File: config.mk
export PLATFORM = sky130hd
export DESIGN_NAME = fb_stream_loader
export DESIGN_NICKNAME = d
export VERILOG_FILES = /design/src/rtl/fb_stream_loader.sv
export SDC_FILE = /design/constraint.sdc
export NUM_CORES = 1
export LEC_CHECK = 0
export CORE_MARGIN = 4
export CORE_UTILIZATION = 30
export DETAILED_ROUTE_END_ITERATION = 10
export SLEW_MARGIN = 20
export SYNTH_ARGS = -nofsm -noshare
export SYNTH_HDL_FRONTEND = slang
export SYNTH_SLANG_ARGS = --single-unit
File: constraint.sdc
create_clock -name clk -period 6 [get_ports clk]
set_input_delay 1.8 -clock clk [delete_from_list [all_inputs] [get_ports clk]]
set_output_delay 1.8 -clock clk [all_outputs]
set_load 0.005 [all_outputs]
File: src/rtl/fb_stream_loader.sv
// Packs an R,G,B byte stream into 24-bit pixels and writes whole frames into the
// back bank of a double-buffered frame memory, swapping banks on a vsync fall.
module fb_stream_loader #(
  parameter int H_PIX  = 192,
  parameter int V_PIX  = 108,
  parameter int ADDR_W = 15
) (
  input  logic              clk,
  input  logic              reset_n,
  input  logic [7:0]        s_data,
  input  logic              s_valid,
  input  logic              s_sof,
  output logic              s_ready,
  input  logic              vga_vs,
  output logic              wr_en,
  output logic              wr_bank,
  output logic [ADDR_W-1:0] wr_addr,
  output logic [23:0]       wr_data,
  output logic              disp_bank,
  output logic              frame_ready,
  output logic [7:0]        err_count
);

  localparam int                N_PIX     = H_PIX * V_PIX;
  localparam logic [ADDR_W-1:0] LAST_ADDR = ADDR_W'(N_PIX - 1);

  typedef enum logic [1:0] {IDLE, LOAD, WAIT_SWAP} state_t;

  state_t            state, state_n;
  logic [1:0]        byte_idx, byte_idx_n;
  logic [ADDR_W-1:0] addr, addr_n;
  logic              vs_d;
  logic              xfer, vs_fall;
  logic              take_r, take_g, take_b, abort, swap;
  logic [7:0]        r_byte, g_byte;

  function automatic logic [7:0] sat_inc(input logic [7:0] v);
    return (v == 8'hFF) ? v : v + 8'd1;
  endfunction

  assign xfer        = s_valid && s_ready;
  assign vs_fall     = vs_d && !vga_vs;
  assign frame_ready = (state == WAIT_SWAP);
  assign wr_bank     = ~disp_bank;

  always_comb begin
    state_n    = state;
    byte_idx_n = byte_idx;
    addr_n     = addr;
    take_r     = 1'b0;
    take_g     = 1'b0;
    take_b     = 1'b0;
    abort      = 1'b0;
    swap       = 1'b0;
    case (state)
      IDLE: begin
        if (xfer && s_sof) begin
          take_r     = 1'b1;
          byte_idx_n = 2'd1;
          addr_n     = '0;
          state_n    = LOAD;
        end
      end
      LOAD: begin
        if (xfer) begin
          if (s_sof) begin
            // SOF always restarts at pixel 0; only an error if mid-frame
            take_r     = 1'b1;
            byte_idx_n = 2'd1;
            addr_n     = '0;
            abort      = (byte_idx != 2'd0) || (addr != '0);
          end else begin
            case (byte_idx)
              2'd0: begin
                take_r     = 1'b1;
                byte_idx_n = 2'd1;
              end
              2'd1: begin
                take_g     = 1'b1;
                byte_idx_n = 2'd2;
              end
              default: begin
                take_b     = 1'b1;
                byte_idx_n = 2'd0;
                if (addr == LAST_ADDR) begin
                  addr_n  = '0;
                  state_n = WAIT_SWAP;
                end else begin
                  addr_n = addr + ADDR_W'(1);
                end
              end
            endcase
          end
        end
      end
      WAIT_SWAP: begin
        if (vs_fall) begin
          swap       = 1'b1;
          addr_n     = '0;
          byte_idx_n = 2'd0;
          state_n    = IDLE;
        end
      end
      default: state_n = IDLE;
    endcase
  end

  // control and registered write port
  always_ff @(posedge clk or negedge reset_n) begin
    if (!reset_n) begin
      state     <= IDLE;
      byte_idx  <= 2'd0;
      addr      <= '0;
      vs_d      <= 1'b1;
      s_ready   <= 1'b0;
      disp_bank <= 1'b0;
      err_count <= 8'd0;
      wr_en     <= 1'b0;
      wr_addr   <= '0;
      wr_data   <= 24'd0;
    end else begin
      state    <= state_n;
      byte_idx <= byte_idx_n;
      addr     <= addr_n;
      vs_d     <= vga_vs;
      s_ready  <= (state_n != WAIT_SWAP);
      wr_en    <= take_b;
      if (swap)
        disp_bank <= ~disp_bank;
      if (abort)
        err_count <= sat_inc(err_count);
      if (take_b) begin
        wr_addr <= addr;
        wr_data <= {r_byte, g_byte, s_data};
      end
    end
  end

  // byte holding registers carry no control meaning, so no reset
  always_ff @(posedge clk) begin
    if (take_r) r_byte <= s_data;
    if (take_g) g_byte <= s_data;
  end

endmodule

==> flow_summary_export.csv, run 1 <==
group,metric,value,unit
synthesis,ys_seq_elements,86,
clock_tree,insertion_delay,330,ps
synthesis,ys_types,45,
floorplan,initial_core_util,30.7,%
layout,diodes,0,
clock_tree,postCtsSetupRepairBufs,0,
clock_tree,clk_pin_slew_worst_paths,60,ps
worst_setup_path,r2r_slack,3580,ps
synthesis,synth_top_flop_cell,"dfrtp_1",
floorplan,row_count,40,
floorplan,die_area,0.0142,sq mm
clock_tree,cts_root_buf,"clkbuf_16",
clock_tree,cts.sinks,86,
worst_setup_path,timing_worst_setup_path_type,"input pin to flop",
placement,placedInstanceArea,0.00450,sq mm
clock_tree,clockBufferDepth,2,
worst_setup_path,critPathCaptureType,"flop",
route,routed_wirelength,7650,um
placement,port_buffers,64,
sta,period_minus_slack,3550,ps
floorplan,pin_count,65,
global_routing,grt_most_used_layer,"met2",
pwr,p_per_area,371,mW/mm^2
route,drtIter0Drc,140,
worst_hold_path,min_from,"g_byte[6]",
pwr,vdd_drop_max,134,uV
global_routing,grt_max_degree,39,
sta,max-slew-margin-rel,35.7,%
global_routing,grtUsageMet1,14.6,%
sta,setup_viol,0,
synthesis,synth_cells,290,
route,drc,0,
floorplan,core,0.0120,sq mm
worst_setup_path,crit_required,6210,ps
synthesis,synth-edff-count,16,
route,vias,2507,
floorplan,die_y,119,um
synthesis,yosysWarnings,0,
worst_setup_path,r2r_start,"state[1]",
worst_setup_path,crit_path_start_kind,"input pin",
clock_tree,cts_tree,"done",
clock_tree,cts_buffers,9,
global_routing,met3_usage,3.51,%
worst_setup_path,crit_fanout,27,
worst_hold_path,min_delay_path_depth,1,
synthesis,syn_area,0.00369,sq mm
global_routing,track_usage,11.3,%
status,outcome,"finished, final reports clean",
sta,finalCritPeriodShare,59.1,%
pwr,power_leakage,0.00201,uW
sta,slew_violations,0,
worst_setup_path,r2r-end,"s_ready",
synthesis,synth_nets,310,
sta,hold_viol,0,
worst_hold_path,hold_path.class,"flop to flop",
synthesis,avgSynthCellArea,12.7,sq um
synthesis,ys_seq_area_share,60.5,%
worst_hold_path,worstHoldEndpoint,"wr_data[14]",
sta,worstMarginPinSlew,964,ps
layout,area_growth_syn_to_layout,30.1,%
global_routing,grt_remaining_overflow,0,
clock_tree,cts_max_level,3,
route,detail_route.wl_per_cell,15.0,um
route,drtAntennaViolNets,0,
layout,final_cell_area,0.00481,sq mm
sta,skew,5.92,ps
floorplan,die_w,119,um
flow_run,maxCapViolCount,0,
clock_tree,cts_hold_buffers,0,
global_routing,antenna_found_initial,0,
clock_tree,cts-resized-gates,0,
sta,rsz0062_at_grt,"no",
layout,drive_gt1_share,19.3,%
sta,fmax,0.282,GHz
global_routing,grt_pass1_wl,12900,um
synthesis,synth-async-reset-ratio,81.4,%
placement,gp_congestion,0.836,
placement,hpwlAfterDp,5350,um
global_routing,grt_use_met2,18.3,%
route,viasPerCell,4.93,
layout,nets,377,
route,first_pass_iters,4,
sta,fin_hold_ws,474,ps
worst_setup_path,crit_arrival,3760,ps
worst_setup_path,reg2reg_depth,7,
sta,setup_tns,0,ps
global_routing,grt_pass1_vias,2500,
-- final cells by class --
cell class | count | area (sq um)
multi-input cells | 179 | 1350
clock inverters | 7 | 85.1
flip-flops and latches | 86 | 2230
inverters | 13 | 48.8
well taps | 147 | 184
clock buffers | 9 | 225
repair buffers | 68 | 678
fillers | 1153 | 7210
-- Yosys cell counts (all sizes together) (2+ instances only) --
| master | number | area [sq um] |
|---|---|---|
| xor2 | 3 | 26.3 |
| a211o | 2 | 17.5 |
| edfxtp | 16 | 480 |
| a31oi | 2 | 12.5 |
| nand2b | 8 | 57.6 |
| and3 | 5 | 31.3 |
| nor2 | 9 | 36.3 |
| or2 | 2 | 12.5 |
| a21oi | 10 | 50.1 |
| o41ai | 3 | 26.3 |
| o21ai | 15 | 75.1 |
| ha | 7 | 87.6 |
| o31ai | 4 | 30.0 |
| nor3 | 5 | 25.0 |
| nor4 | 5 | 46.3 |
| nor2b | 2 | 12.5 |
| clkbuf | 4 | 15.0 |
| buf | 8 | 52.6 |
| nand3 | 11 | 55.1 |
| a2bb2oi | 2 | 17.5 |
| a211oi | 2 | 15.0 |
| nand2 | 16 | 60.1 |
| inv | 13 | 48.8 |
| o22ai | 4 | 25.0 |
| nand4 | 6 | 37.5 |
| xnor2 | 5 | 43.8 |
| mux2 | 40 | 450 |
| dfrtp | 69 | 1730 |
-- registers in the layout, summed over array words and instances, names as in the netlist --
name and count:
err_count 8, r_byte 8, wr_en 1, byte_idx 2, vs_d 1, g_byte 8, disp_bank 1, addr 15
wr_data 24, wr_addr 15, s_ready 1, state 2
-- cell usage in the layout, fill, tap and decap left out, types with 9 or more instances in the layout --
master,count
mux2_2,40
nand3_1,11
edfxtp_1,16
dfrtp_1,69
inv_1,13
nand2_1,16
a21oi_1,10
o21ai_0,11
clkbuf_16,9
clkdlybuf4s50_1,63
-- how the worst max path moves through the flow --
| stage | from | to | slack, ps | cells past startpoint |
|---|---|---|---|---|
| after CTS | s_sof | s_ready | 2440 | 6 |
| after detailed placement | s_sof | s_ready | 2090 | 6 |
| after floorplan | s_sof | g_byte[0] | 2990 | 3 |
| after global routing | s_sof | s_ready | 2310 | 6 |
| after global placement | s_sof | s_ready | 1810 | 5 |
| final | s_sof | s_ready | 2450 | 6 |
-- metal layers --
layer	part of all wire [%]	wire, um	vias to the layer above
li1	-	-	1193
met1	46	3510	1241
met2	48	3650	65
met3	5.2	397	8
met4	1.1	83	0
met5	0	0	-
-- stage by stage --
stage	utilization, %	cells	setup slack, ps	power [uW]
2_1_floorplan	-	290	2990	989
3_3_place_gp	37.3	492	1810	1230
3_5_place_dp	37.4	493	2090	1250
4_1_cts	40.0	509	2440	1810
5_1_grt	40.0	509	2310	1890
6_report	40.0	509	2450	1780
-- report_power, final --
part | internal [uW] | switching (uW)
Combinational | 265 | 180
Sequential | 710 | 73.0
Clock | 328 | 227
-- cells by family after synthesis --
group / synth area share (%)
adders and majority gates: 2.37
DFF: 60.5
xor gates and xnor gates: 1.90
buffers and inverters: 3.15
muxes: 12.2
AOI/OAI and AO/OA: 7.93
and+or+nand+nor: 12.0
-- worst max-delay path, stage by stage --
cell,delay (ps)
clkdlybuf4s50_1,480
nand2b_1,340
nor2_4,480
buf_12,250
nand2_1,90
a211o_1,300
(Power assumes the default switching activity.)
==> inputs of run 2 (changes only) <==
==> constraint.sdc (replaced) <==
create_clock -name clk -period 3.68 [get_ports clk]
set_input_delay 1.104 -clock clk [delete_from_list [all_inputs] [get_ports clk]]
set_output_delay 1.104 -clock clk [all_outputs]
set_load 0.005 [all_outputs]
==> flow_summary_export.csv, run 2 (same netlist as run 1, synthesis figures left out) <==
group,metric,value,unit
global_routing,grt_most_used_layer,"met2",
clock_tree,postCtsSetupRepairBufs,0,
route,detail_route.wl_per_cell,15.4,um
flow_run,maxCapViolCount,0,
sta,skew,7.31,ps
sta,setup_tns,0,ps
sta,setup_viol,0,
clock_tree,cts_max_level,3,
route,first_pass_iters,4,
sta,period_minus_slack,2720,ps
worst_hold_path,hold_path.class,"flop to flop",
worst_hold_path,min_from,"r_byte[4]",
layout,fillers,1155,
placement,hpwlAfterDp,5780,um
floorplan,die_y,119,um
placement,gp_congestion,0.806,
global_routing,grt_remaining_overflow,0,
layout,top_regs,"wr_data (24), addr (15), wr_addr (15)",
route,drc,0,
pwr,p_per_area,597,mW/mm^2
pwr,power_leakage,0.00202,uW
route,drtAntennaViolNets,0,
worst_setup_path,crit_arrival,1620,ps
floorplan,pin_count,65,
clock_tree,cts-resized-gates,0,
worst_setup_path,timing_worst_setup_path_type,"flop to output port",
clock_tree,insertion_delay,340,ps
floorplan,die_area,0.0142,sq mm
layout,drive_gt1_share,20.4,%
global_routing,antenna_found_initial,0,
status,outcome,"finished, final reports clean",
global_routing,met3_usage,4.04,%
clock_tree,cts_hold_buffers,0,
clock_tree,cts_buffers,9,
sta,rsz0062_at_grt,"no",
worst_setup_path,critPathCaptureType,"output port",
layout,area_growth_syn_to_layout,30.6,%
clock_tree,clk_pin_slew_worst_paths,60,ps
clock_tree,cts.sinks,86,
worst_setup_path,crit_start,"state[0]",
layout,final_cell_mix,"dfrtp_1 (69), clkdlybuf4s50_1 (63), mux2_2 (40), nand2_1 (16), edfxtp_1 (16)",
worst_setup_path,crit_fanout,4,
route,routed_wirelength,7930,um
global_routing,grt_use_met2,19.8,%
floorplan,initial_core_util,30.7,%
global_routing,grt_pass1_wl,13500,um
worst_setup_path,crit_required,2580,ps
sta,slew_violations,0,
layout,multi_input_area,0.00135,sq mm
layout,final_common_cell,"dfrtp_1",
sta,worstMarginPinSlew,499,ps
pwr,vdd_drop_max,213,uV
clock_tree,clockBufferDepth,2,
global_routing,grtUsageMet1,14.8,%
worst_setup_path,r2r_start,"state[1]",
global_routing,track_usage,12.1,%
clock_tree,cts_root_buf,"clkbuf_16",
sta,hold_viol,0,
pwr,fin_total_pwr,2880,uW
sta,max-slew-margin-rel,66.7,%
floorplan,die_w,119,um
layout,top_register,"wr_data",
clock_tree,cts_tree,"done",
worst_setup_path,crit_path_start_kind,"flop",
global_routing,grt_pass1_vias,2663,
layout,seqCellArea,0.00223,sq mm
floorplan,row_count,40,
layout,diodes,0,
route,viasPerCell,4.94,
route,vias,2537,
sta,fmax,0.368,GHz
floorplan,core,0.0120,sq mm
global_routing,grt_max_degree,33,
route,drtIter0Drc,140,
placement,port_buffers,64,
layout,largest_register_ffs,24,
layout,nets,382,
sta,finalCritPeriodShare,73.9,%
## run 2: cell types whose count changed in the layout (fill, tap and decap cells not counted), sizes merged
cell / previous run / this run
clkinv: 4 / 1
inv: 14 / 16
bufinv: 1 / 0
buf: 5 / 10
clkbuf: 9 / 10
clkinvlp: 1 / 2
## run 2: stage by stage
step                      area (sq um)  utilization, %  cells  setup slack (ps)  hold slack, ps
final                             4820            40.1    514               960             478
after global routing              4820            40.1    514               872             489
after CTS                         4820            40.1    514               944             481
after detailed placement          4530            37.7    498               711             463
after global placement            4530            37.7    498               724             456
after floorplan                   3690               -    290              1370             454
## run 2: per-layer routing
layer | up-vias | routed length [um]
met5 | - | 0
met2 | 87 | 3910
met1 | 1238 | 3450
li1 | 1201 | -
met3 | 11 | 436
met4 | 0 | 130
## run 2: path summary, 6_finish.rpt
| kind | end | slack (ps) | depth (start not counted) |
|---|---|---|---|
| max | frame_ready | 960 | 3 |
| min | wr_data[20] | 480 | 1 |
| max reg2reg | addr[13] | 1480 | 7 |
| min reg2reg | wr_data[20] | 480 | 1 |
| max in group asynchronous | vs_d | 2250 | 2 |
| min in group asynchronous | wr_data[22] | 720 | 1 |
## run 2: worst max-delay path, stage by stage, from the launching register on
cell,delay [ps]
dfrtp_1,430
inv_1,110
ha_1,210
clkdlybuf4s50_1,520
## run 2: layout make-up
cell class	count	area share, %
multi-input combinational	179	28.0
timing repair buffer	73	14.8
clock buffer	10	4.96
clock inverter	6	1.04
sequential	86	46.3
inverter	13	1.01
tap	147	3.81
## run 2: power by group
group | leakage [uW] | internal, uW | switching, uW | total, uW
clock network | 0.000136 | 484 | 382 | 865
registers | 0.00110 | 1160 | 123 | 1280
logic | 0.000788 | 441 | 292 | 732
total | 0.00202 | 2080 | 796 | 2880
==> RTL change, RTL diff (flow settings as in run 2) <==
Re-encode `state_t` (3 states) as one-hot, 3 bits wide.
--- a/src/rtl/fb_stream_loader.sv
+++ b/src/rtl/fb_stream_loader.sv
@@ -26,3 +26,3 @@
 
-  typedef enum logic [1:0] {IDLE, LOAD, WAIT_SWAP} state_t;
+  typedef enum logic [2:0] {IDLE = 3'b001, LOAD = 3'b010, WAIT_SWAP = 3'b100} state_t;
 
Check against the original RTL: no difference found for any inputs over 10 cycles, from zero or initial values and one cycle with reset_n low; not proved beyond that.
==> RTL change against run 2 <==
- cell count up 2.1%
- routed wire length increased by 4.3%
- setup slack got worse by 0.17 ns
- sequential cell count is 1 higher
- final area grew 2.6%
- count of clock-buffer cells in the layout did not move
- area after synthesis increased by 2.5%
- critical endpoint unchanged
Power is not compared: it rests on default switching activity, and its combinational part moved more than twofold at a synthesized area within 25%.
==> RTL change: results (changes against run 2) <==
outcome: completed (unchanged)
multi-input logic area: 1416 um2 (was 1351 um2)
family with the most delay on the worst path: buffers and inverters (unchanged)
worst hold slack: 0.4721 ns (was 0.4783 ns)
synth unique cells: 52 (was 45)
Routability Congestion: 0.7609 (was 0.8062)
CP max FO: 7 (was 4)
Seq cells: 87 (was 86)
Pleak: 0.002090 uW
ClkCell Share: 6.476% (was 5.994%)
Relative slew margins: 51.81% (was 66.72%)
CTS Buf Count: 9 (unchanged)
Placed Cells incl. Taps: 509 (was 498)
vias in the first global route: 2,722 (was 2,663)
routed len/inst: 15.74 um (was 15.42 um)
invs w/o clock: 7 (was 13)
Die Wd: 120.3 um (was 119.0 um)
startpoint of the worst register-to-register path: addr[0] (was state[1])
pin count of the biggest net entering global routing: 42 (was 33)
first-pass GRT wire length: 13.81 mm (was 13.52 mm)
Hold Path Origin: r_byte[1] (was r_byte[4])
nets: 368 (was 382)
DR vias/cell: 4.897 (was 4.936)
Top Registers: wr_data x24, addr x15, wr_addr x15 (unchanged)
comb_multi_in: 176 (was 179)
mux cell area share after synthesis: 10.71% (was 12.20%)
Synth Area in Compound Gates: 8.989% (was 7.927%)
reg2reg setup slack: 1.35 ns (was 1.48 ns)
Initial DRT Pass Iterations: 4 (unchanged)
worst setup path start: state[2] (was state[0])
fillers: 1,160 (was 1,155)
Post-Place Setup Slack: 0.4612 ns (was 0.7110 ns)
ranking of synthesized cells by area: dfrtp_1 46%, edfxtp_1 13%, mux2_2 10% (was dfrtp_1 47%, edfxtp_1 13%, mux2_2 12%)
Mapped Nets: 303 (was 310)
CP peak stage delay: 0.59 ns (was 0.52 ns)
Non-clk bufs: 71 (was 73)
Placed Area: 4626 um2 (was 4533 um2)
total track usage: 12.13% (was 12.14%)
DR iter-0 viols: 167 (was 140)
register area share after synthesis: 59.68% (was 60.47%)
post-cts sizing count: 0 (unchanged)
Non-clock buffers, area share: 14.42% (was 14.84%)
CP arrival: 1.78 ns (was 1.62 ns)
crit path time final: 2.888 ns (was 2.720 ns)
most frequent cells after synthesis: 69 x dfrtp_1, 35 x mux2_2, 16 x edfxtp_1, 14 x o21ai_0 (was 69 x dfrtp_1, 40 x mux2_2, 16 x edfxtp_1, 16 x nand2_1, 13 x inv_1)
ys async rst share: 81.61% (was 81.40%)
adder-cell share of the synthesized area: 0.9914% (was 2.371%)
xor-xnor portion of the synthesized cell area: 1.851% (was 1.897%)
drt total wl: 8.266 mm (was 7.928 mm)
dpl hpwl: 5.717 mm (was 5.775 mm)
## RTL change: cell count changes in the layout (fill, tap and decap cells not counted), sizes merged, moves of 4 or more
cell and change:
a21oi -9, and4 +9, a221o +7, inv -6
nand2 -6, nand2b -5, nand4 +5, ha -4
mux2 -4, nor3 -4, o22ai -4
## RTL change: worst paths after layout
| path | endpoint | cells past startpoint |
|---|---|---|
| hold reg to reg | wr_data[17] | 1 |
| min in group asynchronous | wr_data[14] | 1 |
| setup / recovery | frame_ready | 2 |
| hold / removal | wr_data[17] | 1 |
| setup reg to reg | addr[10] | 5 |
| max in group asynchronous | state[0] | 2 |
## RTL change: metal layers
metal	GRT usage, %	wire length [um]
met1	15.60	3870
met2	18.41	3652
met3	4.771	583
met4	4.745	160
met5	0	0
## RTL change: power by group
| group | internal, uW | switching, uW | total [uW] | leakage, uW |
|---|---|---|---|---|
| Sequential | 1010 | 22.4 | 1030 | 0.00112 |
| Clock | 601 | 373 | 973 | 0.000158 |
| Combinational | 62.2 | 74.2 | 136 | 0.000811 |
